<file path="src/rtl/fetch_unit.sv">
// fetch_unit
// Instruction-fetch front end. It owns the program counter and runs a
// request/acknowledge handshake with instruction memory. It buffers one
// fetched instruction, presenting it as (pc, pc+4, instruction) to the IF/ID
// register. It holds that instruction across stalls, and drops wrong-path
// fetches after a branch redirect. While nothing valid is buffered, it
// presents a NOP so that IF/ID captures a bubble.
//
// Ports:
//   clk, rst          rising-edge clock, asynchronous active-high reset
//   ifid_write        IF/ID capture enable; buffered outputs are consumed when high
//   branch_taken      single-cycle redirect pulse from EX
//   branch_target     redirect address (low two bits ignored)
//   imem_req          memory request, held with a stable imem_addr until ack
//   imem_addr         memory request address
//   imem_ack          one-cycle acknowledge, imem_rdata valid in the same cycle
//   imem_rdata        fetched instruction word
//   if_pc             PC of the buffered instruction
//   if_pc_plus_4      if_pc + 4 (wraps modulo 2^32)
//   if_instruction    buffered instruction, or NOP_INSTR when if_valid is low
//   if_valid          buffer holds a correct-path instruction
module fetch_unit #(
  parameter logic [31:0] RESET_PC  = 32'h0000_0000,
  parameter logic [31:0] NOP_INSTR = 32'h0000_0013
) (
  input  logic        clk,
  input  logic        rst,
  input  logic        ifid_write,
  input  logic        branch_taken,
  input  logic [31:0] branch_target,
  output logic        imem_req,
  output logic [31:0] imem_addr,
  input  logic        imem_ack,
  input  logic [31:0] imem_rdata,
  output logic [31:0] if_pc,
  output logic [31:0] if_pc_plus_4,
  output logic [31:0] if_instruction,
  output logic        if_valid
);

  // S_REQ : a correct-path request is outstanding
  // S_FULL: the buffer holds a valid instruction, no request is outstanding
  // S_DROP: a wrong-path request is outstanding; its data will be discarded
  typedef enum logic [1:0] {
    S_REQ  = 2'd0,
    S_FULL = 2'd1,
    S_DROP = 2'd2
  } state_t;

  state_t      state_q, state_d;
  logic [31:0] pc_q, pc_d;
  logic [31:0] req_addr_q, req_addr_d;
  logic [31:0] buf_pc_q, buf_pc_d;
  logic [31:0] buf_instr_q, buf_instr_d;
  logic [31:0] target;

  assign target = branch_target & ~32'h3;

  // Outside S_DROP, pc_q is the address that follows the request in
  // req_addr_q. In S_DROP, req_addr_q must stay frozen on the wrong-path
  // address until memory acknowledges it. During that time, pc_q holds the
  // redirect target itself, which becomes the next request.
  always_comb begin
    state_d     = state_q;
    pc_d        = pc_q;
    req_addr_d  = req_addr_q;
    buf_pc_d    = buf_pc_q;
    buf_instr_d = buf_instr_q;
    case (state_q)
      S_REQ: begin
        if (branch_taken) begin
          if (imem_ack) begin
            req_addr_d = target;
            pc_d       = target + 32'd4;
          end else begin
            pc_d    = target;
            state_d = S_DROP;
          end
        end else if (imem_ack) begin
          buf_instr_d = imem_rdata;
          buf_pc_d    = req_addr_q;
          state_d     = S_FULL;
        end
      end
      S_FULL: begin
        // A redirect flushes the buffer even if IF/ID is capturing this edge.
        if (branch_taken) begin
          req_addr_d = target;
          pc_d       = target + 32'd4;
          state_d    = S_REQ;
        end else if (ifid_write) begin
          req_addr_d = pc_q;
          pc_d       = pc_q + 32'd4;
          state_d    = S_REQ;
        end
      end
      S_DROP: begin
        if (imem_ack) begin
          if (branch_taken) begin
            req_addr_d = target;
            pc_d       = target + 32'd4;
          end else begin
            req_addr_d = pc_q;
            pc_d       = pc_q + 32'd4;
          end
          state_d = S_REQ;
        end else if (branch_taken) begin
          pc_d = target;
        end
      end
      default: state_d = S_REQ;
    endcase
  end

  // State and datapath registers, all cleared immediately on reset so that
  // an in-flight transaction is abandoned.
  always_ff @(posedge clk or posedge rst) begin
    if (rst) begin
      state_q     <= S_REQ;
      pc_q        <= RESET_PC + 32'd4;
      req_addr_q  <= RESET_PC;
      buf_pc_q    <= RESET_PC;
      buf_instr_q <= NOP_INSTR;
    end else begin
      state_q     <= state_d;
      pc_q        <= pc_d;
      req_addr_q  <= req_addr_d;
      buf_pc_q    <= buf_pc_d;
      buf_instr_q <= buf_instr_d;
    end
  end

  assign imem_req       = (state_q != S_FULL);
  assign imem_addr      = req_addr_q;
  assign if_valid       = (state_q == S_FULL);
  assign if_instruction = if_valid ? buf_instr_q : NOP_INSTR;
  assign if_pc          = buf_pc_q;
  assign if_pc_plus_4   = buf_pc_q + 32'd4;

endmodule
</file>
<file path="config.mk">
export PLATFORM = sky130hd
export DESIGN_NAME = fetch_unit
export DESIGN_NICKNAME = d
export VERILOG_FILES = /design/src/rtl/fetch_unit.sv
export SDC_FILE = /design/constraint.sdc
export NUM_CORES = 1
export LEC_CHECK = 0
export ABC_CLOCK_PERIOD_IN_PS = 5700
export BUFFER_PORTS_ARGS = -buffer_cell sky130_fd_sc_hd__buf_4
export CORE_UTILIZATION = 55
export CTS_CLUSTER_SIZE = 20
export DETAILED_ROUTE_END_ITERATION = 8
export HOLD_SLACK_MARGIN = 0.12
export PLACE_DENSITY = 0.9
export SYNTH_ARGS = -nofsm -noshare
export SYNTH_HDL_FRONTEND = slang
export SYNTH_SLANG_ARGS = --single-unit
</file>
<file path="constraint.sdc">
create_clock -name clk -period 5.7 [get_ports clk]
set_clock_uncertainty 0.15 [all_clocks]
set_input_delay 1.14 -clock clk [delete_from_list [all_inputs] [get_ports clk]]
set_output_delay 1.14 -clock clk [all_outputs]
set_load 0.005 [all_outputs]
</file>
==> results.toml, run 1 <==
[die]
dieArea_um2 = 16500
core_um2 = 15400
start_util_pct = 57.1
row_count = 45
fp.dieW_um = 129
io_pins = 199
die_y_um = 129

[timing]
setup_tns_ns = 0
setup_viol_count_final = 0
worst_pin_slew_ns = 1.29
period_needed_ns = 4.39
timing.fmax_mhz = 228
timing.slew.headroom_pct = 13.7
finalCritPeriodShare_pct = 77.1
drv_slew = 0
final_hold_viol_count = 0
grt_setup_unrepaired = "no"

[clocking]
cts.sinks = 130
cts_tree = "built"
cts_buffer_depth = 2
clock_latency_ns = 0.44
cts_htree_levels = 4
cts_hold_buf = 0
postCtsSetupBuffers = 0
cts.clk_slew.worst_paths_ns = 0.06
root_buffer = "clkbuf_16"
cts_resized = 0
cts_made_buffers = 17

[routing]
ant_nets = 0
drt-wirelength-per-cell_um = 21.8
vias = 8641
avgViaCountPerCell = 6.45
drt-pass1-iter-count = 9
routed_wirelength_mm = 29.2
route.detailed.drc = 0
drt_iter0_markers = 977

[synthesis]
synth_ff_type = "dfrtp_1"
synthArstFlopShare_pct = 100
synth_edf_count = 0
yosys_warnings = 0
synth.avg_cell_area_um2 = 9.09
ys_ff_latch = 130
ys_seq_area_share_pct = 37.0
syn_nets = 1044
synthCells = 968
synth_area_um2 = 8800
synth.distinct_cells = 71

[global_route]
antenna_found_initial = 2
grt_max_degree = 65
grt.overflow.total = 0
track_usage_pct = 36.0
first_global_vias = 8175
grt_pass1_wl_mm = 45.4

[layout]
nets = 1191
seqCellArea_um2 = 3260
drive_gt1_share_pct = 29.7
fillers = 1069
syn_to_final_growth_pct = 23.5
multi_input_area_um2 = 5100
layout_commonest_cell = "buf_4"
layout_common_cells = "buf_4, dfrtp_1, nand2_1, o21ai_0, mux2_2"

[worst_setup_path]
critPathRequiredTime_ns = 4.41
cp.arrival_ns = 3.10
cp_max_fo = 6
reg2regPathDepth = 8
cp-start-kind = "register"
cp-end-kind = "primary output"
path_class = "register to primary output"

[power_and_ir_drop]
sw_frac_of_total_pct = 42.0
switchingPower_w = 0.00254
power.total_w = 0.00604
max-vdd-ir-drop_mv = 0.331
p_int_w = 0.00350
seq_power_share_pct = 32.3
power_density_nw_per_um2 = 555
p_clk_share_pct = 18.9
pwr-share-comb_pct = 48.8
power_leakage_nw = 4.77

[worst_hold_path]
hold_depth = 1
hold_path.class = "register to register"

[placement]
gp_congestion = 0.904
io_buffers = 196
dp_hpwl_mm = 18.7

[flow_run]
drv_cap = 0

[status]
status = "completed"
==> registers in the layout (all words and copies together), names as in the netlist <==
register / cells
buf_instr_q: 32
if_pc: 32
imem_addr: 32
pc_q: 32
state_q: 2
==> per-stage QoR <==
| step | instances | hold slack [ns] | cell area, um2 | setup WS [ns] | util [%] |
|---|---|---|---|---|---|
| 6_report | 1340 | 0.346 | 10900 | 1.31 | 70.5 |
| 4_1_cts | 1339 | 0.349 | 10900 | 1.45 | 70.5 |
| 5_1_grt | 1340 | 0.363 | 10900 | 1.24 | 70.5 |
| 3_3_place_gp | 1307 | 0.328 | 10300 | 1.99 | 66.5 |
| 2_1_floorplan | 968 | 0.314 | 8800 | 0.947 | - |
| 3_5_place_dp | 1307 | 0.336 | 10300 | 1.93 | 66.5 |
==> Yosys cell counts (14+ instances only) <==
cell type / n / area (um2)
and2_1: 35 / 219
mux2i_1: 53 / 531
a21oi_1: 21 / 105
xnor2_1: 56 / 490
clkbuf_1: 49 / 184
inv_1: 21 / 78.8
o21ai_0: 85 / 425
nor2_1: 57 / 214
xor2_1: 24 / 210
nor3_1: 14 / 70.1
mux2_2: 70 / 788
nand3_1: 40 / 200
dfrtp_1: 126 / 3150
nand2_1: 104 / 390
nand4_1: 29 / 181
a31oi_1: 18 / 113
==> power by group through the flow <==
stage	sequential (W)	clock [W]	combinational [W]
floorplan	0.00174	0	0.00177
global placement	0.00186	0	0.00274
detailed placement	0.00190	0	0.00283
CTS	0.00192	0.00115	0.00288
global route	0.00200	0.00119	0.00318
finish	0.00195	0.00114	0.00294
==> final timing paths <==
path / from / to / slack (ns)
worst max-delay path: if_pc[2] / if_pc_plus_4[31] / 1.31
worst min-delay path: buf_instr_q[19] / buf_instr_q[19] / 0.35
worst max register to register: state_q[1] / pc_q[30] / 1.80
worst min register to register: buf_instr_q[19] / buf_instr_q[19] / 0.35
max in group asynchronous: rst / pc_q[7] / 3.73
min in group asynchronous: rst / if_pc[26] / 0.67
==> routing by layer <==
layer	vias to the layer above	track usage (%)	part of all wire, %
met5	-	0	0
li1	3762	-	-
met3	136	11.9	11
met2	631	56.6	46
met1	4112	43.3	37
met4	0	20.8	5.0
==> logic make-up (layout without fill, tap and decap cells) <==
family | Yosys count | in the layout | share of synthesized area, %
adder cells (fa/ha/maj) | 7 | 7 | 0.995
buffers and inverters | 100 | 260 | 5.36
other | 0 | 1 | 0
AO/OA/AOI/OAI | 192 | 192 | 13.7
XOR/XNOR | 81 | 81 | 8.14
flip-flops | 130 | 130 | 37.0
multiplexers | 123 | 123 | 15.0
AND/OR/NAND/NOR | 335 | 335 | 19.8
==> worst max-delay path, stage by stage, from the launching register on <==
cell	delay, ns
dfrtp_1	0.49
and4_1	0.32
nor3b_1	0.57
and2_1	0.47
and3_1	0.30
nand3_1	0.15
xnor2_1	0.20
buf_4	0.15
==> layout make-up <==
| type | count | area share, % |
|---|---|---|
| repair buffers | 207 | 14.3 |
| diodes | 1 | 0.0230 |
| multi-input cells | 738 | 46.9 |
| inverters | 21 | 0.748 |
| clock buffers | 20 | 4.20 |
| clock inverters | 12 | 1.44 |
| flip-flops and latches | 130 | 30.0 |
| well taps | 211 | 2.43 |
Note: power is estimated with default switching activity, not from simulation.
==> inputs of run 2 (changes only) <==
==> config.mk (replaced) <==
export PLATFORM = sky130hd
export DESIGN_NAME = fetch_unit
export DESIGN_NICKNAME = d
export VERILOG_FILES = /design/src/rtl/fetch_unit.sv
export SDC_FILE = /design/constraint.sdc
export NUM_CORES = 1
export LEC_CHECK = 0
export ABC_CLOCK_PERIOD_IN_PS = 3900
export BUFFER_PORTS_ARGS = -buffer_cell sky130_fd_sc_hd__buf_4
export CORE_UTILIZATION = 50
export CTS_CLUSTER_SIZE = 20
export DETAILED_ROUTE_END_ITERATION = 8
export HOLD_SLACK_MARGIN = 0.12
export PLACE_DENSITY = 0.87
export SYNTH_ARGS = -nofsm -noshare
export SYNTH_HDL_FRONTEND = slang
export SYNTH_SLANG_ARGS = --single-unit
==> constraint.sdc (replaced) <==
create_clock -name clk -period 3.9 [get_ports clk]
set_clock_uncertainty 0.15 [all_clocks]
set_input_delay 0.78 -clock clk [delete_from_list [all_inputs] [get_ports clk]]
set_output_delay 0.78 -clock clk [all_outputs]
set_load 0.005 [all_outputs]
==> results.toml, run 2 (synthesis results as in run 1) <==
[clocking]
cts.clk_slew.worst_paths_ns = 0.06
cts_tree = "built"
cts_buffer_depth = 2
cts.sinks = 130
cts_made_buffers = 17
cts_htree_levels = 4
postCtsSetupBuffers = 0
clock_latency_ns = 0.43
root_buffer = "clkbuf_16"

[placement]
dp_hpwl_mm = 19.3
io_buffers = 196
dpl_worst_slack_ns = 0.716
placed_cell_area_um2 = 10400
gp_congestion = 0.948

[layout]
seqCellArea_um2 = 3260
diodes = 0
layout_commonest_cell = "buf_4"
design_area_um2 = 11100
syn_to_final_growth_pct = 25.9
fillers = 1287
fin_util_pct = 64.3
layout_common_cells = "buf_4, dfrtp_1, nand2_1, o21ai_0, mux2_2"
drive_gt1_share_pct = 31.0
nets = 1209
multi_input_area_um2 = 5100

[routing]
ant_nets = 0
drt_iter0_markers = 1069
avgViaCountPerCell = 6.14
drt-wirelength-per-cell_um = 20.2
route.detailed.drc = 0
drt-pass1-iter-count = 6
routed_wirelength_mm = 27.7
vias = 8417

[die]
io_pins = 199
die_y_um = 135
fp.dieW_um = 135
start_util_pct = 51.1
dieArea_um2 = 18100
core_um2 = 17200
row_count = 48

[global_route]
track_usage_pct = 31.2
antenna_found_initial = 0
first_global_vias = 7971
grt.overflow.total = 0
grt_pass1_wl_mm = 43.8
grt_max_degree = 71

[power_and_ir_drop]
p_int_w = 0.00527
sw_frac_of_total_pct = 40.9
power_leakage_nw = 4.87
pwr-share-comb_pct = 49.1
max-vdd-ir-drop_mv = 0.502
p_clk_share_pct = 19.3
seq_power_share_pct = 31.6
power_density_nw_per_um2 = 804
switchingPower_w = 0.00365
power.total_w = 0.00891

[timing]
setup_ws_ns = 0.208
final_hold_viol_count = 0
setup_viol_count_final = 0
timing.slew.headroom_pct = 42.0
drv_slew = 0
finalCritPeriodShare_pct = 94.7
worst_pin_slew_ns = 0.869
timing.fmax_mhz = 271
period_needed_ns = 3.69
setup_tns_ns = 0

[worst_hold_path]
hold_path.class = "register to register"
min_from = "buf_instr_q[15]"

[worst_setup_path]
path_class = "register to primary output"
critPathRequiredTime_ns = 2.97
reg2reg_slack_ns = 0.89
r2r-start = "pc_q[13]"
cp-end-kind = "primary output"
cp-start-kind = "register"
crit_path_start = "if_pc[4]"
cp.arrival_ns = 2.76
cp_max_fo = 6

[flow_run]
drv_cap = 0

[status]
status = "completed"
-- run 2: path summary, 6_finish.rpt --
check                                    to  cells after the start
max                        if_pc_plus_4[31]                      7
min                         buf_instr_q[15]                      1
max reg2reg                        pc_q[30]                      6
min reg2reg                 buf_instr_q[15]                      1
max in group asynchronous          pc_q[19]                      3
min in group asynchronous          if_pc[5]                      2
-- run 2: routing by layer --
layer	wire length (um)	track usage, %	part of all wire [%]
met1	10700	38.7	38
met5	0	0	0
met4	1150	14.3	4.2
met2	13300	51.7	48
met3	2550	7.13	9.2
-- run 2: metrics by stage --
stage / hold slack [ns] / instances
floorplan: 0.314 / 968
global placement: 0.328 / 1339
detailed placement: 0.335 / 1339
CTS: 0.352 / 1371
global route: 0.370 / 1371
finish: 0.352 / 1371
-- run 2: power groups by stage --
stage                     Combinational [W]  Sequential, W  Clock (W)
after floorplan                     0.00259        0.00254          0
after global placement              0.00413        0.00272          0
after detailed placement            0.00426        0.00278          0
after CTS                           0.00432        0.00278    0.00173
after global routing                0.00473        0.00290    0.00179
final                               0.00438        0.00282    0.00172
-- run 2: layout make-up --
cell class / count / area share (%)
Clock buffer: 17 / 3.84
Inverter: 21 / 0.745
Tap cell: 225 / 2.54
Timing Repair Buffer: 225 / 15.6
Sequential cell: 130 / 29.4
Multi-Input combinational cell: 738 / 46.1
Clock inverter: 15 / 1.82
-- run 2: what timing repair did --
action / in CTS / in global routing
resized for setup: 0 / 1
endpoints found under the setup margin: 0 / 1
hold buffers: 0 / 0
-- run 2: worst max-delay path, stage by stage, from the launching register on --
cell and delay [ns]:
dfrtp_1 0.43, and4_1 0.28, nor3b_1 0.42, and2_1 0.44, and3_1 0.32, nand3_1 0.13
xnor2_1 0.18, buf_4 0.14
